==> config.mk <==
export PLATFORM = sky130hd
export DESIGN_NAME = apa102_frame_decoder
export DESIGN_NICKNAME = d
export VERILOG_FILES = /design/src/rtl/apa102_pkg.sv /design/src/rtl/apa102_frame_decoder_sync_edge_detect.sv /design/src/rtl/apa102_frame_decoder.sv
export SDC_FILE = /design/constraint.sdc
export NUM_CORES = 1
export LEC_CHECK = 0
export CORE_MARGIN = 2
export CORE_UTILIZATION = 67
export CTS_CLUSTER_SIZE = 10
export DETAILED_ROUTE_END_ITERATION = 16
export DONT_BUFFER_PORTS = 1
export PLACE_DENSITY_LB_ADDON = 0.3
export SKIP_CTS_REPAIR_TIMING = 1
export SLEW_MARGIN = 10
export SYNTH_ARGS = -nofsm -noshare
export SYNTH_HDL_FRONTEND = slang
export SYNTH_SLANG_ARGS = --single-unit
==> constraint.sdc <==
create_clock -name clk -period 8.7 [get_ports clk]
set_input_delay 1.305 -clock clk [delete_from_list [all_inputs] [get_ports clk]]
set_output_delay 1.305 -clock clk [all_outputs]
set_load 0.01 [all_outputs]
==> src/rtl/apa102_pkg.sv <==
// Shared APA102 protocol definitions used by the strand drivers and the
// loopback frame decoder.
package apa102_pkg;

   localparam logic [31:0] START_WORD = 32'h0000_0000;
   localparam logic [31:0] END_WORD   = 32'hFFFF_FFFF;
   localparam logic [2:0]  LED_HDR    = 3'b111;
   localparam logic [31:0] OFF_LED    = 32'hE000_0000;

   typedef struct packed {
      logic [2:0] hdr;
      logic [4:0] bright;
      logic [7:0] blue;
      logic [7:0] green;
      logic [7:0] red;
   } led_word_t;

   typedef enum logic {
      HUNT = 1'b0,
      WORD = 1'b1
   } state_t;

   // OFF_LED is exactly the header mask, so masking with it isolates the header bits.
   function automatic logic is_led_word(input logic [31:0] w);
      return ((w & OFF_LED) == {LED_HDR, 29'h0000_0000}) && (w != END_WORD);
   endfunction

endpackage

==> src/rtl/apa102_frame_decoder_sync_edge_detect.sv <==
// Two-flop synchronizer with a registered previous value, giving the
// synchronized level and single-cycle rise/fall flags in the clk domain.
module sync_edge_detect (
   input  logic clk,
   input  logic reset,
   input  logic d_i,
   output logic sync_q,
   output logic rise,
   output logic fall
);

   logic meta_q;
   logic prev_q;

   // Synchronizer chain plus one delayed copy for edge detection
   always_ff @(posedge clk or posedge reset) begin
      if (reset) begin
         meta_q <= 1'b0;
         sync_q <= 1'b0;
         prev_q <= 1'b0;
      end else begin
         meta_q <= d_i;
         sync_q <= meta_q;
         prev_q <= sync_q;
      end
   end

   assign rise = sync_q & ~prev_q;
   assign fall = ~sync_q & prev_q;

endmodule

==> src/rtl/apa102_frame_decoder.sv <==
// Passive APA102 receive-side decoder: samples sck/mosi in the clk domain,
// reassembles 32-bit words and reports LED frames, frame end and errors.
module apa102_frame_decoder
   import apa102_pkg::*;
#(
   parameter int  MAX_LEDS       = 16,
   parameter int  TIMEOUT_CYC    = 1024,
   parameter int  SAMPLE_ON_FALL = 1,
   localparam int IDXW           = $clog2(MAX_LEDS + 1)
) (
   input  logic            clk,
   input  logic            reset,
   input  logic            sck,
   input  logic            mosi,
   output logic            led_valid,
   output logic [IDXW-1:0] led_index,
   output logic [4:0]      led_bright,
   output logic [7:0]      led_blue,
   output logic [7:0]      led_green,
   output logic [7:0]      led_red,
   output logic            frame_done,
   output logic [IDXW-1:0] frame_len,
   output logic            frame_error,
   output logic            busy
);

   localparam int TMOW = (TIMEOUT_CYC > 1) ? $clog2(TIMEOUT_CYC) : 1;
   localparam logic [TMOW-1:0] TMO_LAST = TMOW'(TIMEOUT_CYC - 1);
   localparam logic [IDXW-1:0] IDX_FULL = IDXW'(MAX_LEDS);

   logic sck_rise_s, sck_fall_s, unused_sck_sync_s;
   logic mosi_s, unused_mosi_rise_s, unused_mosi_fall_s;
   logic sample_s;

   sync_edge_detect u_sck_sync (
      .clk    (clk),
      .reset  (reset),
      .d_i    (sck),
      .sync_q (unused_sck_sync_s),
      .rise   (sck_rise_s),
      .fall   (sck_fall_s)
   );

   sync_edge_detect u_mosi_sync (
      .clk    (clk),
      .reset  (reset),
      .d_i    (mosi),
      .sync_q (mosi_s),
      .rise   (unused_mosi_rise_s),
      .fall   (unused_mosi_fall_s)
   );

   assign sample_s = (SAMPLE_ON_FALL != 0) ? sck_fall_s : sck_rise_s;

   state_t          state_q, state_d;
   logic [31:0]     shreg_q, shreg_d;
   logic [4:0]      bit_cnt_q, bit_cnt_d;
   logic [5:0]      zcnt_q, zcnt_d;
   logic [IDXW-1:0] idx_q, idx_d;
   logic [TMOW-1:0] tmo_q, tmo_d;
   logic            word_done_q, word_done_d;

   logic            led_valid_q, led_valid_d;
   logic [IDXW-1:0] led_index_q, led_index_d;
   logic [4:0]      led_bright_q, led_bright_d;
   logic [7:0]      led_blue_q, led_blue_d;
   logic [7:0]      led_green_q, led_green_d;
   logic [7:0]      led_red_q, led_red_d;
   logic            frame_done_q, frame_done_d;
   logic [IDXW-1:0] frame_len_q, frame_len_d;
   logic            frame_error_q, frame_error_d;
   logic            busy_q, busy_d;

   led_word_t word_s;
   assign word_s = shreg_q;

   // Next-state logic: bit assembly, hunt for the start frame, word classification
   always_comb begin
      state_d       = state_q;
      bit_cnt_d     = bit_cnt_q;
      zcnt_d        = zcnt_q;
      idx_d         = idx_q;
      tmo_d         = tmo_q;
      word_done_d   = 1'b0;
      led_valid_d   = 1'b0;
      led_index_d   = led_index_q;
      led_bright_d  = led_bright_q;
      led_blue_d    = led_blue_q;
      led_green_d   = led_green_q;
      led_red_d     = led_red_q;
      frame_done_d  = 1'b0;
      frame_len_d   = frame_len_q;
      frame_error_d = 1'b0;

      if (sample_s) begin
         shreg_d = {shreg_q[30:0], mosi_s};
      end else begin
         shreg_d = shreg_q;
      end

      case (state_q)
         HUNT: begin
            tmo_d = '0;
            if (sample_s) begin
               if (mosi_s) begin
                  zcnt_d = 6'd0;
               end else if (zcnt_q >= 6'd31) begin
                  zcnt_d    = 6'd32;
                  state_d   = WORD;
                  bit_cnt_d = 5'd0;
                  idx_d     = '0;
               end else begin
                  zcnt_d = zcnt_q + 6'd1;
               end
            end else begin
               zcnt_d = zcnt_q;
            end
         end
         WORD: begin
            if (word_done_q) begin
               // Classification runs the cycle after the 32nd bit lands
               tmo_d = tmo_q + TMOW'(1);
               if (is_led_word(shreg_q)) begin
                  if (idx_q == IDX_FULL) begin
                     frame_error_d = 1'b1;
                     state_d       = HUNT;
                     zcnt_d        = 6'd0;
                  end else begin
                     led_valid_d  = 1'b1;
                     led_index_d  = idx_q;
                     led_bright_d = word_s.bright;
                     led_blue_d   = word_s.blue;
                     led_green_d  = word_s.green;
                     led_red_d    = word_s.red;
                     idx_d        = idx_q + IDXW'(1);
                  end
               end else if (shreg_q == END_WORD) begin
                  frame_done_d = 1'b1;
                  frame_len_d  = idx_q;
                  state_d      = HUNT;
                  zcnt_d       = 6'd0;
               end else if ((shreg_q == START_WORD) && (idx_q == '0)) begin
                  state_d = WORD;
               end else begin
                  frame_error_d = 1'b1;
                  state_d       = HUNT;
                  zcnt_d        = 6'd0;
               end
            end else if (sample_s) begin
               tmo_d       = '0;
               bit_cnt_d   = bit_cnt_q + 5'd1;
               word_done_d = (bit_cnt_q == 5'd31);
            end else if (tmo_q == TMO_LAST) begin
               frame_error_d = 1'b1;
               state_d       = HUNT;
               zcnt_d        = 6'd0;
            end else begin
               tmo_d = tmo_q + TMOW'(1);
            end
         end
         default: begin
            state_d = HUNT;
            zcnt_d  = 6'd0;
         end
      endcase

      busy_d = (state_d != HUNT);
   end

   // State and output registers; reset discards any frame in progress
   always_ff @(posedge clk or posedge reset) begin
      if (reset) begin
         state_q       <= HUNT;
         shreg_q       <= 32'h0000_0000;
         bit_cnt_q     <= 5'd0;
         zcnt_q        <= 6'd0;
         idx_q         <= '0;
         tmo_q         <= '0;
         word_done_q   <= 1'b0;
         led_valid_q   <= 1'b0;
         led_index_q   <= '0;
         led_bright_q  <= 5'd0;
         led_blue_q    <= 8'd0;
         led_green_q   <= 8'd0;
         led_red_q     <= 8'd0;
         frame_done_q  <= 1'b0;
         frame_len_q   <= '0;
         frame_error_q <= 1'b0;
         busy_q        <= 1'b0;
      end else begin
         state_q       <= state_d;
         shreg_q       <= shreg_d;
         bit_cnt_q     <= bit_cnt_d;
         zcnt_q        <= zcnt_d;
         idx_q         <= idx_d;
         tmo_q         <= tmo_d;
         word_done_q   <= word_done_d;
         led_valid_q   <= led_valid_d;
         led_index_q   <= led_index_d;
         led_bright_q  <= led_bright_d;
         led_blue_q    <= led_blue_d;
         led_green_q   <= led_green_d;
         led_red_q     <= led_red_d;
         frame_done_q  <= frame_done_d;
         frame_len_q   <= frame_len_d;
         frame_error_q <= frame_error_d;
         busy_q        <= busy_d;
      end
   end

   assign led_valid   = led_valid_q;
   assign led_index   = led_index_q;
   assign led_bright  = led_bright_q;
   assign led_blue    = led_blue_q;
   assign led_green   = led_green_q;
   assign led_red     = led_red_q;
   assign frame_done  = frame_done_q;
   assign frame_len   = frame_len_q;
   assign frame_error = frame_error_q;
   assign busy        = busy_q;

endmodule

==> impl_metrics.toml <==
[run_status]
status = "completed"

[sta]
timing.fmax_mhz = 383
finalSetupTns_ps = 0
setup_violations = 0
hold_viol = 0
timing.slew.headroom_pct = 37.7
tightest_slew_ps = 935
min_period_ps = 2610
final_max_slew_viol_count = 0
clock_skew_ps = 13.0
rsz0062_at_grt = "false"
fin_crit_sh_pct = 30.0

[logic_synthesis]
ys_seq_area_share_pct = 58.5
syn_inst = 415
synth_edf_count = 0
synth_cell_types = 47
synthesis.nets = 425
synth-main-ff-cell = "dfrtp_1"
ys_ff_latch = 107
syn_area_mm2 = 0.00458
synthArstFlopShare_pct = 100
ys.warnings.count = 0
syn_avg_cell_area_um2 = 11.0

[die]
fp.dieW_um = 86.7
initial_core_util_pct = 68.2
num_io_pins = 47
die_h_um = 86.7
core_mm2 = 0.00672
dieArea_mm2 = 0.00751
fp-row-count = 30

[setup_path]
crit_fanout = 21
worstSetupPathType = "reg -> reg"
crit_arrival_ps = 2870
critical_path_required_ps = 8950
cpMaxStageDelayCell = "nor4_4"
cpPeakStageDelay_ps = 610
crit_chain = "inv_1 -> ha_1 -> nor3b_1 -> and2_4 -> a2111oi_4 -> buf_4 -> nor4_4 -> o21ai_0 -> o2bb2ai_1"
start_kind = "flip-flop"
crit_path_end_kind = "flip-flop"

[power]
combPwrFrac_pct = 5.7
power.share.switching_pct = 24.7
power.density_mw_per_mm2 = 185
p_leak_nw = 2.43
clockPowerShare_pct = 34.1
p_int_mw = 0.672
ir_worst_vdd_mv = 0.144
p_switching_mw = 0.221
seq_power_share_pct = 60.2

[layout]
layout_commonest_cell = "nand2_1"
antennaDiodeCount = 0
drive_above_1_share_pct = 16.9
area_growth_pct = 5.49
design.final.nets = 426
layout_common_cells = "nand2_1, dfrtp_1, mux2_2"
fin_cells = 501

[global_route]
use_met3_pct = 5.05
grt.overflow.total = 0
grt_use_met1_pct = 33.6
met2_usage_pct = 38.0
grt_pass1_wl_mm = 14.0
busiest_layer = "met2"
grt_pass1_vias = 2906
grt_max_degree = 80
antenna_found_initial = 0
grtUsageTotal_pct = 24.2

[clock_tree]
clk_latency_ps = 370
clkTransAtPathRegs_ps = 90
numCtsBuffers = 9
cts_tree = "built"
cts.sinks = 107
cts_root_buf = "clkbuf_8"
ctsLongestPathBuffers = 2
cts_max_level = 3

[routing]
via_per_inst = 6.01
wire_per_inst_um = 16.6
drt_iter0_drc = 256
drtPass1Iterations = 4
wl_mm = 8.31
drc = 0
ant_nets = 0
dr_total_vias = 3011

[worst_hold_path]
hold_class = "reg -> reg"

[placed_design]
port_buffers = 0
gp_congestion = 0.782
placed_cells = 485
hpwl_mm = 5.78

[run]
cap_violations = 0
## area by class of cell
cell class / count / area [um2]
fillers: 451 / 1890
multi-input cells: 283 / 1770
inverters: 10 / 40.0
clock inverters: 5 / 62.6
repair buffers: 5 / 37.5
clock buffers: 11 / 141
flip-flops and latches: 107 / 2680
well taps: 80 / 100
## per-stage QoR
| step | power, mW | hold slack, ps | instance area, um2 | setup WS, ps | utilization (%) |
|---|---|---|---|---|---|
| after floorplan | 0.579 | 331 | 4580 | 4580 | - |
| after global placement | 0.594 | 332 | 4630 | 6210 | 68.9 |
| after detailed placement | 0.598 | 340 | 4630 | 6170 | 68.9 |
| after CTS | 0.897 | 367 | 4830 | 6100 | 71.9 |
| after global routing | 0.932 | 385 | 4830 | 5880 | 71.9 |
| final | 0.893 | 363 | 4830 | 6090 | 71.9 |
## final timing paths
path                                    start                  to  slack (ps)  cells after the start
max                                  idx_q[1]           zcnt_q[2]        6090                      9
max reg2reg                          idx_q[1]           zcnt_q[2]        6090                      9
min in group asynchronous               reset  u_mosi_sync.meta_q         770                      1
max in group asynchronous               reset        led_green[7]        6680                      2
min reg2reg                u_mosi_sync.meta_q  u_mosi_sync.sync_q         360                      0
min                        u_mosi_sync.meta_q  u_mosi_sync.sync_q         360                      0
## sequential cells by signal (all words and copies together) (netlist names)
name	cells
bit_cnt_q	5
busy	1
frame_done	1
frame_error	1
frame_len	5
idx_q	5
led_blue	8
led_bright	5
led_green	8
led_index	5
led_red	8
led_valid	1
shreg_q	32
tmo_q	10
u_mosi_sync.meta_q	1
u_mosi_sync.sync_q	1
u_sck_sync.meta_q	1
u_sck_sync.prev_q	1
u_sck_sync.sync_q	1
word_done_q	1
zcnt_q	6
## metal layers
| layer | routed length, um | share of wire, % |
|---|---|---|
| met1 | 3790 | 46 |
| met2 | 4030 | 49 |
| met3 | 373 | 4.5 |
| met4 | 113 | 1.4 |
| met5 | 0 | 0 |
## Yosys cell counts (2+ instances only)
library cell | n | area [um2]
nor3b_1 | 2 | 15.0
xnor2_1 | 4 | 35.0
dfrtp_1 | 107 | 2680
nand4_1 | 11 | 68.8
nand2b_1 | 3 | 18.8
or3_1 | 6 | 37.5
buf_1 | 2 | 7.51
mux2_4 | 3 | 45.0
o21ai_1 | 2 | 10.0
mux2_2 | 35 | 394
clkbuf_1 | 7 | 26.3
a22o_1 | 2 | 17.5
buf_6 | 5 | 56.3
ha_1 | 6 | 75.1
o21ai_0 | 16 | 80.1
nor4_1 | 8 | 50.1
nor2_1 | 14 | 52.6
nor4_4 | 3 | 63.8
o31ai_1 | 2 | 15.0
nand2_1 | 116 | 435
nand3_1 | 7 | 35.0
nor2b_1 | 2 | 12.5
nor3_1 | 8 | 40.0
mux2i_1 | 2 | 20.0
inv_1 | 10 | 37.5
a21oi_1 | 11 | 55.1
## critical path: cells and delay by family, from the launching register on
family,cells,cell delay (ps)
fa+ha+maj,1,140
compound gates,3,390
simple gates,3,1160
buf+inv,2,350
flops,1,440
## kinds of logic after synthesis
| family | count (synthesis) | share of synthesized area, % |
|---|---|---|
| fa+ha+maj | 6 | 1.64 |
| mux | 40 | 10.0 |
| simple gates | 188 | 19.5 |
| buf+inv | 25 | 2.90 |
| xor+xnor | 5 | 0.956 |
| flops | 107 | 58.5 |
| compound gates | 44 | 6.48 |
## power by group through the flow
stage,logic [mW],registers (mW),clock network (mW)
floorplan,0.0397,0.539,0
global placement,0.0491,0.545,0
detailed placement,0.0508,0.547,0
CTS,0.0513,0.537,0.309
global route,0.0589,0.541,0.333
finish,0.0505,0.537,0.305
Power figures use the tool's default switching activity.
